===== src/rtl/cache_arbiter_if.sv =====
// Bus bundle shared by the I-cache, D-cache, arbiter and memory port.
// Parameters:
//   LINE_WIDTH - cache line width in bits
//   ADDR_WIDTH - byte address width
// Signal groups:
//   i_*   - I-cache side: read request, address, returned line, done pulse
//   d_*   - D-cache side: read/write-back request, address, data, done pulse
//   mem_* - shared memory port: strobes, address, write data, read data, done
// Modports:
//   slave  - the arbiter's view (takes cache requests, drives memory)
//   master - the environment's view (caches plus memory model)
interface cache_arbiter_if #(
    parameter int LINE_WIDTH = 128,
    parameter int ADDR_WIDTH = 16
);
    logic                  i_read;
    logic [ADDR_WIDTH-1:0] i_address;
    logic [LINE_WIDTH-1:0] i_rdata;
    logic                  i_resp;

    logic                  d_read;
    logic                  d_write;
    logic [ADDR_WIDTH-1:0] d_address;
    logic [LINE_WIDTH-1:0] d_wdata;
    logic [LINE_WIDTH-1:0] d_rdata;
    logic                  d_resp;

    logic                  mem_read;
    logic                  mem_write;
    logic [ADDR_WIDTH-1:0] mem_address;
    logic [LINE_WIDTH-1:0] mem_wdata;
    logic [LINE_WIDTH-1:0] mem_rdata;
    logic                  mem_resp;

    modport slave (
        input  i_read, i_address,
        output i_rdata, i_resp,
        input  d_read, d_write, d_address, d_wdata,
        output d_rdata, d_resp,
        output mem_read, mem_write, mem_address, mem_wdata,
        input  mem_rdata, mem_resp
    );

    modport master (
        output i_read, i_address,
        input  i_rdata, i_resp,
        output d_read, d_write, d_address, d_wdata,
        input  d_rdata, d_resp,
        input  mem_read, mem_write, mem_address, mem_wdata,
        output mem_rdata, mem_resp
    );
endinterface


===== src/rtl/cache_arbiter.sv =====
// Arbitrates the I-cache and D-cache line transactions onto one shared
// line-wide memory port. One transaction is captured at grant, driven to
// memory from registers, and the response is routed back to its owner.
// Ties are broken round-robin against last_grant.
// Ports:
//   clk - clock, rising edge
//   rst - synchronous active-high reset
//   bus - cache_arbiter_if.slave (cache request sides and memory port)
//
// state  | meaning
// IDLE   | no transaction; arbitrate requests seen this cycle
// I_BUSY | I-cache read in flight on the memory port
// D_BUSY | D-cache read or write-back in flight on the memory port
module cache_arbiter (
    input  logic             clk,
    input  logic             rst,
    cache_arbiter_if.slave   bus
);
    typedef enum logic [1:0] {IDLE, I_BUSY, D_BUSY} state_t;

    state_t state, next_state;
    logic   last_grant, next_last_grant;   // 0 = I, 1 = D
    logic   grant_i, grant_d;
    logic   req_i, req_d;

    assign req_i = bus.i_read;
    assign req_d = bus.d_read | bus.d_write;

    always_ff @(posedge clk) begin
        if (rst) begin
            state      <= IDLE;
            last_grant <= 1'b0;
        end else begin
            state      <= next_state;
            last_grant <= next_last_grant;
        end
    end

    always_comb begin
        next_state      = state;
        next_last_grant = last_grant;
        grant_i         = 1'b0;
        grant_d         = 1'b0;
        case (state)
            IDLE: begin
                if (req_i && req_d) begin
                    // Tie: serve the side that was not granted last time.
                    grant_d         = ~last_grant;
                    grant_i         = last_grant;
                    next_last_grant = ~last_grant;
                end else begin
                    grant_i = req_i;
                    grant_d = req_d;
                end
                if (grant_i)      next_state = I_BUSY;
                else if (grant_d) next_state = D_BUSY;
            end
            I_BUSY, D_BUSY: begin
                if (bus.mem_resp) next_state = IDLE;
            end
            default: next_state = IDLE;
        endcase
    end

    // Memory-side request registers; the strobes double as the latched op.
    always_ff @(posedge clk) begin
        if (rst) begin
            bus.mem_read    <= 1'b0;
            bus.mem_write   <= 1'b0;
            bus.mem_address <= '0;
            bus.mem_wdata   <= '0;
        end else if (grant_i) begin
            bus.mem_read    <= 1'b1;
            bus.mem_write   <= 1'b0;
            bus.mem_address <= bus.i_address;
        end else if (grant_d) begin
            // Read and write together is illegal; the write-back wins.
            bus.mem_read    <= ~bus.d_write;
            bus.mem_write   <= bus.d_write;
            bus.mem_address <= bus.d_address;
            bus.mem_wdata   <= bus.d_wdata;
        end else if (state != IDLE && bus.mem_resp) begin
            bus.mem_read    <= 1'b0;
            bus.mem_write   <= 1'b0;
        end
    end

    assign bus.i_resp  = (state == I_BUSY) & bus.mem_resp;
    assign bus.d_resp  = (state == D_BUSY) & bus.mem_resp;
    assign bus.i_rdata = bus.mem_rdata;
    assign bus.d_rdata = bus.mem_rdata;
endmodule


===== src/flat_wrapper.sv =====
// flat-port wrapper written by rule: the top's interface ports become plain ports
module cache_arbiter_flat 
  (clk, rst, bus_i_read, bus_i_address, bus_i_rdata, bus_i_resp, bus_d_read, bus_d_write, bus_d_address, bus_d_wdata, bus_d_rdata, bus_d_resp, bus_mem_read, bus_mem_write, bus_mem_address, bus_mem_wdata, bus_mem_rdata, bus_mem_resp);
  cache_arbiter_if #(.LINE_WIDTH(128), .ADDR_WIDTH(16)) bus_i ();
  input  logic clk;
  input  logic rst;
  input wire logic [$bits(bus_i.i_read)-1:0] bus_i_read;
  input wire logic [$bits(bus_i.i_address)-1:0] bus_i_address;
  output wire logic [$bits(bus_i.i_rdata)-1:0] bus_i_rdata;
  output wire logic [$bits(bus_i.i_resp)-1:0] bus_i_resp;
  input wire logic [$bits(bus_i.d_read)-1:0] bus_d_read;
  input wire logic [$bits(bus_i.d_write)-1:0] bus_d_write;
  input wire logic [$bits(bus_i.d_address)-1:0] bus_d_address;
  input wire logic [$bits(bus_i.d_wdata)-1:0] bus_d_wdata;
  output wire logic [$bits(bus_i.d_rdata)-1:0] bus_d_rdata;
  output wire logic [$bits(bus_i.d_resp)-1:0] bus_d_resp;
  output wire logic [$bits(bus_i.mem_read)-1:0] bus_mem_read;
  output wire logic [$bits(bus_i.mem_write)-1:0] bus_mem_write;
  output wire logic [$bits(bus_i.mem_address)-1:0] bus_mem_address;
  output wire logic [$bits(bus_i.mem_wdata)-1:0] bus_mem_wdata;
  input wire logic [$bits(bus_i.mem_rdata)-1:0] bus_mem_rdata;
  input wire logic [$bits(bus_i.mem_resp)-1:0] bus_mem_resp;
  assign bus_i.i_read = bus_i_read;
  assign bus_i.i_address = bus_i_address;
  assign bus_i_rdata = bus_i.i_rdata;
  assign bus_i_resp = bus_i.i_resp;
  assign bus_i.d_read = bus_d_read;
  assign bus_i.d_write = bus_d_write;
  assign bus_i.d_address = bus_d_address;
  assign bus_i.d_wdata = bus_d_wdata;
  assign bus_d_rdata = bus_i.d_rdata;
  assign bus_d_resp = bus_i.d_resp;
  assign bus_mem_read = bus_i.mem_read;
  assign bus_mem_write = bus_i.mem_write;
  assign bus_mem_address = bus_i.mem_address;
  assign bus_mem_wdata = bus_i.mem_wdata;
  assign bus_i.mem_rdata = bus_mem_rdata;
  assign bus_i.mem_resp = bus_mem_resp;
  cache_arbiter u_core (.clk(clk), .rst(rst), .bus(bus_i));
endmodule

===== config.mk =====
export PLATFORM = sky130hd
export DESIGN_NAME = cache_arbiter_flat
export DESIGN_NICKNAME = d
export VERILOG_FILES = /design/src/rtl/cache_arbiter_if.sv /design/src/rtl/cache_arbiter.sv /design/src/flat_wrapper.sv
export SDC_FILE = /design/constraint.sdc
export NUM_CORES = 1
export LEC_CHECK = 0
export CAP_MARGIN = 40
export CORE_AREA = 8 8 267 269
export DETAILED_ROUTE_END_ITERATION = 8
export DIE_AREA = 0 0 275 277
export PLACE_DENSITY_LB_ADDON = 0.12
export SYNTH_ARGS = -nofsm -noshare
export SYNTH_HDL_FRONTEND = slang
export SYNTH_SLANG_ARGS = --single-unit

===== constraint.sdc =====
create_clock -name clk -period 1.6 [get_ports clk]
set_input_delay 0.48 -clock clk [delete_from_list [all_inputs] [get_ports clk]]
set_output_delay 0.48 -clock clk [all_outputs]
set_load 0.01 [all_outputs]

==> impl_metrics.py <==
metrics = {
    "pwr": {
        "seqPwrFrac_pct": 35.3,
        "p_int_w": 0.00822,
        "sw_frac_of_total_pct": 33.5,
        "p_leak_nw": 4.20,
        "p_clk_share_pct": 31.6,
        "combPwrFrac_pct": 33.1,
        "p_sw_w": 0.00414,
        "max-vdd-ir-drop_mv": 0.752,
        "power_density_mw_per_mm2": 1080,
    },
    "routing": {
        "finalWirelength_mm": 38.2,
        "met3_length_mm": 4.29,
        "wl_met1_mm": 15.3,
        "ant_nets": 0,
        "drtIter0Drc": 287,
        "drc": 0,
        "num_vias": 7036,
        "top_layer": "met5",
        "wl_met2_mm": 17.2,
        "firstDrtPassIters": 6,
        "vias_per_cell": 3.61,
        "avgRoutedWirePerCell_um": 19.6,
    },
    "synthesis": {
        "ys_seq_area_share_pct": 37.7,
        "synth_area_mm2": 0.00791,
        "yosys-top-cells-area": "dfxtp_1 (38%), buf_4 (24%), nand3_1 (9.1%), o21ai_0 (9.0%), a21oi_1 (8.4%)",
        "synth-seq-cells": 149,
        "yosysTopAreaCellShare_pct": 37.7,
        "synth_cell_types": 34,
        "ys_warn_count": 0,
        "synth_cells": 975,
        "avgSynthCellArea_um2": 8.11,
        "yosys.area.top_type": "dfxtp_1",
        "syn_nets": 1272,
    },
    "placement": {
        "hpwlAfterDp_mm": 27.0,
        "port_buffers": 313,
        "gp_congestion": 0.672,
    },
    "timing": {
        "skew_ns": 0.00908,
        "min_period_ns": 1.77,
        "post-route-period-util_pct": 110,
        "fin_hold_ws_ns": 0.387,
        "hold_viol": 0,
        "drv_slew": 0,
        "tns_ns": -4.25,
        "tightest_slew_ns": 0.359,
        "setup_ws_ns": -0.165,
        "rsz0062_at_grt": "yes",
        "fmax_ghz": 0.567,
        "finalSetupViolations": 70,
        "maxSlewHeadroom_pct": 75.7,
    },
    "floorplan": {
        "dieWidth_um": 275,
        "start_util_pct": 11.8,
        "die-area_mm2": 0.0762,
        "die_h_um": 277,
        "boundaryPins": 698,
        "core_area_mm2": 0.0668,
        "num_rows": 95,
    },
    "global_routing": {
        "grt_start_max_net_pins": 33,
        "overflow": 0,
        "antenna_found_initial": 5,
        "grt_pass1_vias": 7498,
        "grt_pass1_wl_mm": 52.9,
        "grt.total_usage_pct": 9.45,
    },
    "worst_setup_path": {
        "critPathMaxFanout": 2,
        "max_stage_delay_ns": 0.33,
        "cp_cell_sequence": "buf_6 -> ha_4 -> and2_4 -> buf_6",
        "required_ns": 1.12,
        "slowest_stage": "dfxtp_2",
        "crit_path_frequent_cell": "buf_6",
        "worstPathArrival_ns": 1.29,
        "start_kind": "flip-flop",
        "path_class": "flip-flop to primary output",
        "crit_buf_inv": 2,
        "cp_top_family": "flip-flops",
        "cp-end-kind": "primary output",
    },
    "run_status": {
        "violations": "negative setup slack",
        "outcome": "complete, but fails checks",
    },
    "clocking": {
        "cts_buffers": 17,
        "htree_levels": 4,
        "cts_tree": "built",
        "ctsHoldBuffers": 0,
        "worst_skew_pair.late_latency_ns": 0.47,
        "clock_sinks": 149,
        "clockRootBuffer": "clkbuf_16",
        "clk_pin_slew_ns": 0.07,
        "cts.path.max_buffers": 2,
    },
    "layout": {
        "area_growth_pct": 44.4,
        "nets": 1357,
        "drive_above_1_share_pct": 28.1,
        "fillers": 7559,
    },
    "worst_hold_path": {
        "hp-class": "primary input to flip-flop",
    },
    "job": {
        "drv_cap": 0,
    },
}
## placed cells by master (no fill, tap or decap), drive strengths merged
master / instances
nand2: 2
nor3: 16
dfxtp: 149
or2: 2
clkinvlp: 6
clkdlybuf4s50: 162
a21oi: 132
a311oi: 16
clkinv: 5
nand2b: 1
o211ai: 2
o21ba: 1
nor2b: 1
and2: 2
or4: 1
nand3: 144
buf: 134
o21ai: 147
a211oi: 1
and2b: 1
clkbuf: 61
inv: 4
or3: 2
nor2: 2
o221ai: 1
bufbuf: 1
nor4b: 1
clkdlybuf4s15: 69
a21bo: 1
diode: 3
ha: 3
a21boi: 1
dlymetal6s2s: 2
## stage by stage
stage	instance area, µm²	total power [W]	utilization (%)	std cells	worst slack, ns
5_1_grt	11400	0.0132	17.1	1947	-0.256
4_1_cts	11400	0.0125	17.1	1936	-0.230
6_report	11400	0.0124	17.1	1949	-0.165
3_5_place_dp	10800	0.00841	16.2	1900	-0.557
3_3_place_gp	10800	0.00844	16.2	1900	-0.541
2_1_floorplan	7910	0.00655	-	975	0.0367
## registers in the layout, indices dropped and copies added, names as in the netlist
register,flops
u_core.bus.mem_address,16
u_core.bus.mem_write,1
u_core.bus.mem_read,1
u_core.last_grant,1
u_core.state,2
u_core.bus.mem_wdata,128
## power groups by stage
stage / registers, W / clock network, W / logic [W]
floorplan: 0.00461 / 0 / 0.00194
finish: 0.00437 / 0.00391 / 0.00409
detailed placement: 0.00444 / 0 / 0.00397
CTS: 0.00437 / 0.00418 / 0.00390
global route: 0.00442 / 0.00432 / 0.00445
global placement: 0.00444 / 0 / 0.00400
## cell usage after synthesis
master    instances
a211oi_1          1
a21bo_2           1
a21boi_1          1
a21oi_1         132
a311oi_1          6
a311oi_2         10
and2_1            2
and2b_1           1
buf_1             4
buf_12            1
buf_2            23
buf_4           257
buf_6             4
clkbuf_1         54
dfxtp_1         149
ha_1              3
inv_1             3
nand2_1           2
nand2b_1          1
nand3_1         144
nor2_1            1
nor2_2            1
nor2b_1           1
nor3_1           16
nor4b_1           1
o211ai_1          2
o21ai_0         143
o21ai_1           4
o21ba_1           1
o221ai_1          1
or2_1             1
or2_2             1
or3_1             2
or4_1             1
## logic make-up after synthesis
family | count (synthesis) | share of synthesized area, %
buffers and inverters | 346 | 29.6
AO/OA/AOI/OAI | 302 | 21.0
AND/OR/NAND/NOR | 175 | 11.3
flip-flops | 149 | 37.7
adder cells (fa/ha/maj) | 3 | 0.475
## layout make-up
cell class	count	area, µm²	share of cell area, %
timing repair buffer	409	4060	35.5
tap	873	1090	9.56
sequential	149	3000	26.3
clock buffer	20	447	3.91
inverter	3	11.3	0.0986
multi-input combinational	480	2720	23.8
antenna	3	7.51	0.0657
clock inverter	12	82.6	0.723
## layer usage
layer	track usage, %	up-vias
li1	-	3301
met1	10.3	3262
met2	14.3	357
met3	5.41	110
met4	4.88	6
met5	0.920	-
## final timing paths
kind / start / endpoint / slack [ns] / cells after the start
max: u_core.state[1] / bus_d_resp / -0.17 / 4
max reg2reg: u_core.state[1] / u_core.bus.mem_address[1] / -0.12 / 8
min reg2reg: u_core.bus.mem_wdata[48] / u_core.bus.mem_wdata[48] / 0.47 / 2
min: rst / u_core.bus.mem_wdata[91] / 0.39 / 2
## repair_timing
item	4_1_cts	5_1_grt
cloned	1	6
gates resized for setup	424	130
buffers inserted	3	4
endpoints found under the setup margin	296	216
endpoints found under the hold margin	0	0
pin swaps	2	9
No activity file was read; power rests on OpenSTA's default activity.
